## src/rtl/seg_flick_scan.sv

```systemverilog
// Four-digit common-anode seven-segment scan driver with per-digit flicking driven by an async 2 Hz input.
// Optional auto-stop after FLICK_LIMIT flicks is enabled by defining FLICK_TIMEOUT_EN.
module seg_flick_scan #(
    parameter int unsigned SCAN_DIV    = 2000,
    parameter int unsigned FLICK_LIMIT = 10
) (
    input  logic        clk_2MHz,
    input  logic        reset,
    input  logic        flick_in,
    input  logic [15:0] digit_data,
    input  logic [3:0]  blink_mask,
    input  logic        blink_en,
    output logic [3:0]  an,
    output logic [6:0]  seg,
    output logic        blink_phase,
    output logic        phase_tick,
    output logic        blink_done
);

    localparam int unsigned CNT_W = $clog2(SCAN_DIV);
    localparam logic [CNT_W-1:0] CNT_MAX = CNT_W'(SCAN_DIV - 1);

    logic             sync1;
    logic             sync2;
    logic [CNT_W-1:0] scan_cnt;
    logic [1:0]       digit_idx;
    logic [3:0]       nibble_c;
    logic             blank_c;
    logic [3:0]       an_nxt_c;
    logic [6:0]       seg_nxt_c;

    function automatic logic [6:0] hex7(input logic [3:0] n);
        logic [6:0] s;
        case (n)
            4'h0:    s = 7'b1000000;
            4'h1:    s = 7'b1111001;
            4'h2:    s = 7'b0100100;
            4'h3:    s = 7'b0110000;
            4'h4:    s = 7'b0011001;
            4'h5:    s = 7'b0010010;
            4'h6:    s = 7'b0000010;
            4'h7:    s = 7'b1111000;
            4'h8:    s = 7'b0000000;
            4'h9:    s = 7'b0010000;
            4'hA:    s = 7'b0001000;
            4'hB:    s = 7'b0000011;
            4'hC:    s = 7'b1000110;
            4'hD:    s = 7'b0100001;
            4'hE:    s = 7'b0000110;
            default: s = 7'b0001110;
        endcase
        return s;
    endfunction

    // Two-flop resynchroniser; phase_tick flags every settled phase change
    always_ff @(posedge clk_2MHz or posedge reset) begin
        if (reset) begin
            sync1       <= 1'b0;
            sync2       <= 1'b0;
            blink_phase <= 1'b0;
            phase_tick  <= 1'b0;
        end else begin
            sync1       <= flick_in;
            sync2       <= sync1;
            blink_phase <= sync2;
            phase_tick  <= sync2 ^ blink_phase;
        end
    end

    // Slot timer and digit index
    always_ff @(posedge clk_2MHz or posedge reset) begin
        if (reset) begin
            scan_cnt  <= '0;
            digit_idx <= 2'd0;
        end else if (scan_cnt == CNT_MAX) begin
            scan_cnt  <= '0;
            digit_idx <= digit_idx + 2'd1;
        end else begin
            scan_cnt  <= scan_cnt + CNT_W'(1);
        end
    end

    // Blanked digits drop both anode and segments so nothing ghosts
    always_comb begin
        nibble_c  = digit_data[{digit_idx, 2'b00} +: 4];
        blank_c   = blink_en & blink_mask[digit_idx] & ~blink_phase & ~blink_done;
        an_nxt_c  = 4'hF;
        seg_nxt_c = 7'h7F;
        if (!blank_c) begin
            an_nxt_c  = ~(4'b0001 << digit_idx);
            seg_nxt_c = hex7(nibble_c);
        end
    end

    always_ff @(posedge clk_2MHz or posedge reset) begin
        if (reset) begin
            an  <= 4'hF;
            seg <= 7'h7F;
        end else begin
            an  <= an_nxt_c;
            seg <= seg_nxt_c;
        end
    end

`ifdef FLICK_TIMEOUT_EN
    localparam int unsigned FCNT_W = $clog2(FLICK_LIMIT + 1);

    logic [FCNT_W-1:0] flick_cnt;
    logic              rise_c;

    // Rising phase about to be registered: coincides with the phase_tick edge
    assign rise_c = sync2 & ~blink_phase;

    // Count visible-half entries; dropping blink_en re-arms and takes priority
    always_ff @(posedge clk_2MHz or posedge reset) begin
        if (reset) begin
            flick_cnt  <= '0;
            blink_done <= 1'b0;
        end else if (!blink_en) begin
            flick_cnt  <= '0;
            blink_done <= 1'b0;
        end else if (rise_c && !blink_done) begin
            flick_cnt <= flick_cnt + FCNT_W'(1);
            if (32'(flick_cnt) + 32'd1 >= 32'(FLICK_LIMIT))
                blink_done <= 1'b1;
        end
    end
`else
    logic unused_flick_limit;

    assign unused_flick_limit = ^32'(FLICK_LIMIT);
    assign blink_done         = 1'b0;
`endif

endmodule

```

## config.mk

```make
export PLATFORM = sky130hd
export DESIGN_NAME = seg_flick_scan
export DESIGN_NICKNAME = d
export VERILOG_FILES = /design/src/rtl/seg_flick_scan.sv
export SDC_FILE = /design/constraint.sdc
export NUM_CORES = 1
export LEC_CHECK = 0
export CAP_MARGIN = 20
export CELL_PAD_IN_SITES_DETAIL_PLACEMENT = 0
export CELL_PAD_IN_SITES_GLOBAL_PLACEMENT = 1
export CORE_MARGIN = 5
export CORE_UTILIZATION = 39
export CTS_BUF_LIST = sky130_fd_sc_hd__clkbuf_8
export CTS_CLUSTER_DIAMETER = 200
export DETAILED_ROUTE_END_ITERATION = 7
export PLACE_DENSITY = 0.92
export SYNTH_ARGS = -nofsm -noshare
export SYNTH_HDL_FRONTEND = slang
export SYNTH_SLANG_ARGS = --single-unit
```

## constraint.sdc

```tcl
create_clock -name clk_2MHz -period 2.5 [get_ports clk_2MHz]
set_clock_uncertainty 0.2 [all_clocks]
set_input_delay 0.375 -clock clk_2MHz [delete_from_list [all_inputs] [get_ports clk_2MHz]]
set_output_delay 0.375 -clock clk_2MHz [all_outputs]
set_load 0.1 [all_outputs]
```

# Word-level counts from Yosys, hierarchy flattened
# Memory sizes are Yosys's and may differ from the RTL's.
# Index checks and enable logic that the tools add are counted.
[totals] regBits=28 latch_bits=0 mem_bits_rw=0 rom_bits=112 input_bits=24 n_memories=1
[memory_table] memory="(name not given)" depth=16 word_bits=7 rd=1 rd_clocked_by_memory_dff=0 wr=0 line_no="34" rtl="case (n)"
[op_classes] add_sub_neg=2 multipliers=0 div_mod_pow=0 order_cmp=1 n_eq_ne=1 n_shift=2 muxes=5 bitwise=5 n_reduce_logical=0
[op_table] operator="variable part select 16 x 5 -> 4 bit" count=1
[op_table] operator="adder 11 x 1 -> 11 bit (second input constant)" count=1
[op_table] operator="== test 11 bit (second input constant)" count=1
[op_table] operator="2-to-1 mux 11 bit" count=1
[op_table] operator="2-to-1 mux 7 bit" count=1
[op_table] operator="2-to-1 mux 4 bit" count=1
[op_table] operator="NOT 4 bit" count=1
[op_table] operator="<< shifter 1 x 2 -> 4 bit (first input constant)" count=1
[op_table] operator="less-than comparator 2 x 3 -> 1 bit (second input constant)" count=1
[op_table] operator="adder 2 x 1 -> 2 bit (second input constant)" count=1
[op_table] operator="AND 1 bit" count=2
[op_table] operator="binary-select mux 1 bit (select 2 bit)" count=1
[op_table] operator="2-to-1 mux 1 bit" count=1
[op_table] operator="NOT 1 bit" count=1
[op_table] operator="bitwise XOR 1 bit" count=1

# Logic depth before layout (Yosys ltp)
# Gate-level depths: netlist of run 1.
[depth] word_depth=5 depth_mapped=8

# Worst setup path before layout of run 1
# No wires, ideal clock.
[synth_timing] kind="register to register" from="register digit_idx[0]" to="register seg[3]" setup_ps=81 arrival_time_ps=1979 required_time_ps=2219 setup_slack_ps=240 stages_incl_launch_ff=9 period_less_slack_ps=2260 path_cell_list="dfrtp_1 buf_6 mux4_1 inv_1 ha_1 inv_1 mux4_2 inv_1 nand2_1"
[synth_between] elab_chain_cells=5
[synth_lines] element="from (decl)" line_no="26" rtl="logic [1:0] digit_idx;"
[synth_lines] element="from (signal assigned)" line_no="77" rtl="digit_idx <= digit_idx + 2'd1;"
[synth_lines] element="parallel branches: the longest is 4 deep, another holds memory read (16 x 7 bit)"
[synth_lines] element="2-to-1 mux 7 bit *" line_no="89" rtl="if (!blank_c) begin"
[synth_lines] element="named net seg_nxt_c[3]" line_no="30" rtl="logic [6:0] seg_nxt_c;"
[synth_lines] element="to (signal assigned)" line_no="101" rtl="seg <= seg_nxt_c;"
[synth_lines] element="to (decl)" line_no="14" rtl="output logic [6:0] seg,"
# Mark *: on every way through the listed nets, which the timed path passes. The select of a mux whose other input is x is not followed.
# A chain may end at the register's enable or synchronous reset.

# Final worst setup path of run 1
[layout_timing] from="input digit_data[8]" to="register seg[3]"
[layout_between] elab_chain_cells=3
[layout_lines] element="from (decl)" line_no="10" rtl="input logic [15:0] digit_data,"
[layout_lines] element="variable part select 16 x 5 -> 4 bit" line_no="85" rtl="nibble_c = digit_data[{digit_idx, 2'b00} +: 4];"
[layout_lines] element="memory read (16 x 7 bit)"
[layout_lines] element="2-to-1 mux 7 bit" line_no="89"
[layout_lines] element="named net seg_nxt_c[3]" line_no="30"
# The timed path passes the listed nets, and every way through them passes these cells.

==> impl_results.md, run 1 <==
* Flop-to-flop setup slack at 0.29 ns
* Sequential fraction of the synthesis area at 48.6%
* Syn-to-layout area delta at 30.6%
* Vias in the first global route at 1,105
* Std cell rows at 22
* Crit path to: seg[3]
* Area contributors post-synth: dfrtp_1 (29%), dfstp_2 (20%), ha_1 (9.4%), mux4_1 (5.4%), mux4_2 (4.6%)
* Worst Hold Class: flip-flop to flip-flop
* DRC at 0
* Vias at 1,030
* Achievable Freq at 0.445 GHz
* RSZ-0062 raised after global routing: no
* Combinational power share at 24.7%
* Tot GR Track Use at 12.1%
* RR Startpoint: digit_idx[0]
* Net Sw Frac at 29.7%
* DR WL/cell at 13.4 um
* Largest net degree at the start of global routing at 29
* Crit path time final at 2.25 ns
* Initial Util at 40.1%
* Final nets at 200
* Worst-skew pair later-pin latency at 0.26 ns
* Peak supply drop at 0.000233 V
* Postcts setup bufs at 0
* Clock tree sinks at 28
* Synth area leader: dfrtp_1
* Period utilisation layout at 89.9%
* Core box area at 3660 sq um
* Starting DRT DRC Count at 40
* First-pass GRT wire length at 4.92 mm
* Diode count at 0
* DR pass1 iterations at 4
* Worst slack, placed at -0.0328 ns
* Met1 Track Usage GR at 13.7%
* Detail Route Antenna Nets at 0
* Crit path kind: input port to flip-flop
* Most common cell after layout, fill and taps aside: clkdlybuf4s50_1
* Dpl hpwl at 2.34 mm
* # placed instances at 208
* Area fraction of the dominant cell type after synthesis at 29.0%
* CP Launch Type: input port
* CTS tree: built
* EDFF count, synth at 0
* Reg power frac at 48.7%
* TNS Setup at 0 ns
* CTS resizes at 0
* Sw power at 0.000295 W
* Filler cells at 326
* Met2 Resource Use GR at 21.9%
* H-tree level count at 1
* Layout cell share with drive strength beyond 1 at 23.2%
* Worst-path clk slew at 0.09 ns
* Grt total ovfl at 0
* CP Launch Point: digit_data[8]
* Async set-reset flop share out of synthesis at 100%
* GRT busiest layer: met2
* PortBufs at 36
* Most frequent cells in the layout: clkdlybuf4s50_1 (23), buf_4 (19), dfrtp_1 (17)
* Clock share of power at 26.6%
* Distinct cells, synth at 34
* RD Place Congestion at 0.861
* Syn Inst Count at 123
* Num CTS Buffers at 3
* Seq cells post-synth at 28
* FF+latch area at 714 sq um
* Worst reg2reg path endpoint: seg[3]
* Non-Filler Instances at 212
* Io pins at 38
* Worst Setup End Kind: flip-flop
* Post-synthesis average cell area at 11.9 sq um
* Leakage at 0.875 nW
* Max clock buf depth at 2
* Final Max Tran Viols at 0
* Max-capacitance violation count at 0
* Post-CTS Hold Buffers at 0
* Die Footprint at 5090 sq um
* Arr. time, crit path at 2.23 ns
* CP Data Required Time at 2.48 ns
* Mapped cell area at 1470 sq um
* Post-synthesis net count at 158
* Setup WS post-layout at 0.253 ns
* Multi-input gate area at 682 sq um
* Antenna violations before repair at 0
* Drt total wl at 2.85 mm
* Worst-path fanout max at 5
* Outcome: complete, no violations
* Register-to-Register Path Depth at 7
* Synth Warn # at 0
* Prevailing post-synth register cell: dfrtp_1
* Vias per cell at 4.86
* Total Power at 0.000993 W
* Root Driver: clkbuf_8
* Met3 Usage GRT at 1.68%
* Chip width at 71.4 um
* P per Cell Area at 518 nW/um^2
* Final Hold Viols at 0
* Hold_ws at 0.154 ns
* Power Internal at 0.000698 W
* DIE HEIGHT at 71.4 um
* Final setup fails at 0
power groups by stage:
stage | clock [W] | sequential (W) | combinational [W]
global route | 0.000298 | 0.000486 | 0.000258
detailed placement | 0 | 0.000493 | 0.000247
floorplan | 0 | 0.000609 | 0.0000582
global placement | 0 | 0.000492 | 0.000243
finish | 0.000264 | 0.000484 | 0.000245
CTS | 0.000277 | 0.000484 | 0.000247
flip-flops by register name, summed over array words and instances (netlist names):
register,cells
blink_phase,1
scan_cnt,11
sync1,1
phase_tick,1
seg,7
digit_idx,2
sync2,1
an,4
Yosys cell counts, drive strengths merged, types with 2 or more instances:
cell type	n
nand2	12
o21ai	2
dfstp	11
ha	11
xnor2	6
inv	9
dfrtp	17
o221ai	5
xor2	4
nor2	8
nor2b	3
buf	4
o211ai	2
mux4	6
and4	2
a21oi	3
and3	4
critical path, stage by stage:
cell	delay (ns)
clkdlybuf4s50_1	0.40
mux4_1	0.59
inv_1	0.12
ha_1	0.15
inv_1	0.04
mux4_2	0.44
inv_1	0.06
nand2_1	0.05
routing by layer:
| layer | part of all wire, % | wire length, um |
|---|---|---|
| met4 | 2.1 | 60 |
| met2 | 53 | 1520 |
| met3 | 4.0 | 114 |
| met5 | 0 | 0 |
| met1 | 41 | 1160 |
metrics by stage:
stage	cell area [sq um]	utilization (%)
finish	1920	52.4
global route	1920	52.4
CTS	1920	52.4
detailed placement	1860	50.9
global placement	1860	50.9
floorplan	1470	-
worst min-delay path by stage:
stage / start / to / slack (ns) / depth (start not counted)
after floorplan: sync1 / sync2 / 0.13 / 0
after global placement: sync1 / sync2 / 0.14 / 0
after detailed placement: sync1 / sync2 / 0.13 / 0
after CTS: sync1 / sync2 / 0.16 / 0
after global routing: sync1 / sync2 / 0.18 / 0
final: sync1 / sync2 / 0.15 / 0
layout make-up:
type / instances / share of cell area (%)
Timing Repair Buffer: 42 / 19.4
Clock buffer: 4 / 2.87
Tap cell: 48 / 3.13
Inverter: 9 / 1.76
Sequential cell: 28 / 37.2
Multi-Input combinational cell: 81 / 35.6
cell families (layout without fill, tap and decap cells):
group,count (synthesis),in the layout,share of synthesized area (%)
flip-flops,28,28,48.6
other,1,1,0.255
adder cells (fa/ha/maj),11,11,9.37
multiplexers,7,7,10.6
buffers and inverters,14,55,4.94
XOR/XNOR,10,10,5.96
AND/OR/NAND/NOR,37,37,12.9
AO/OA/AOI/OAI,15,15,7.24
(Power assumes the default switching activity.)
==> inputs of run 2 (changes only) <==
Settings changed: ABC_CLOCK_PERIOD_IN_PS set to 2500.
==> results of run 2 <==
The final DEF is identical to that of run 1; final timing and power are the same.
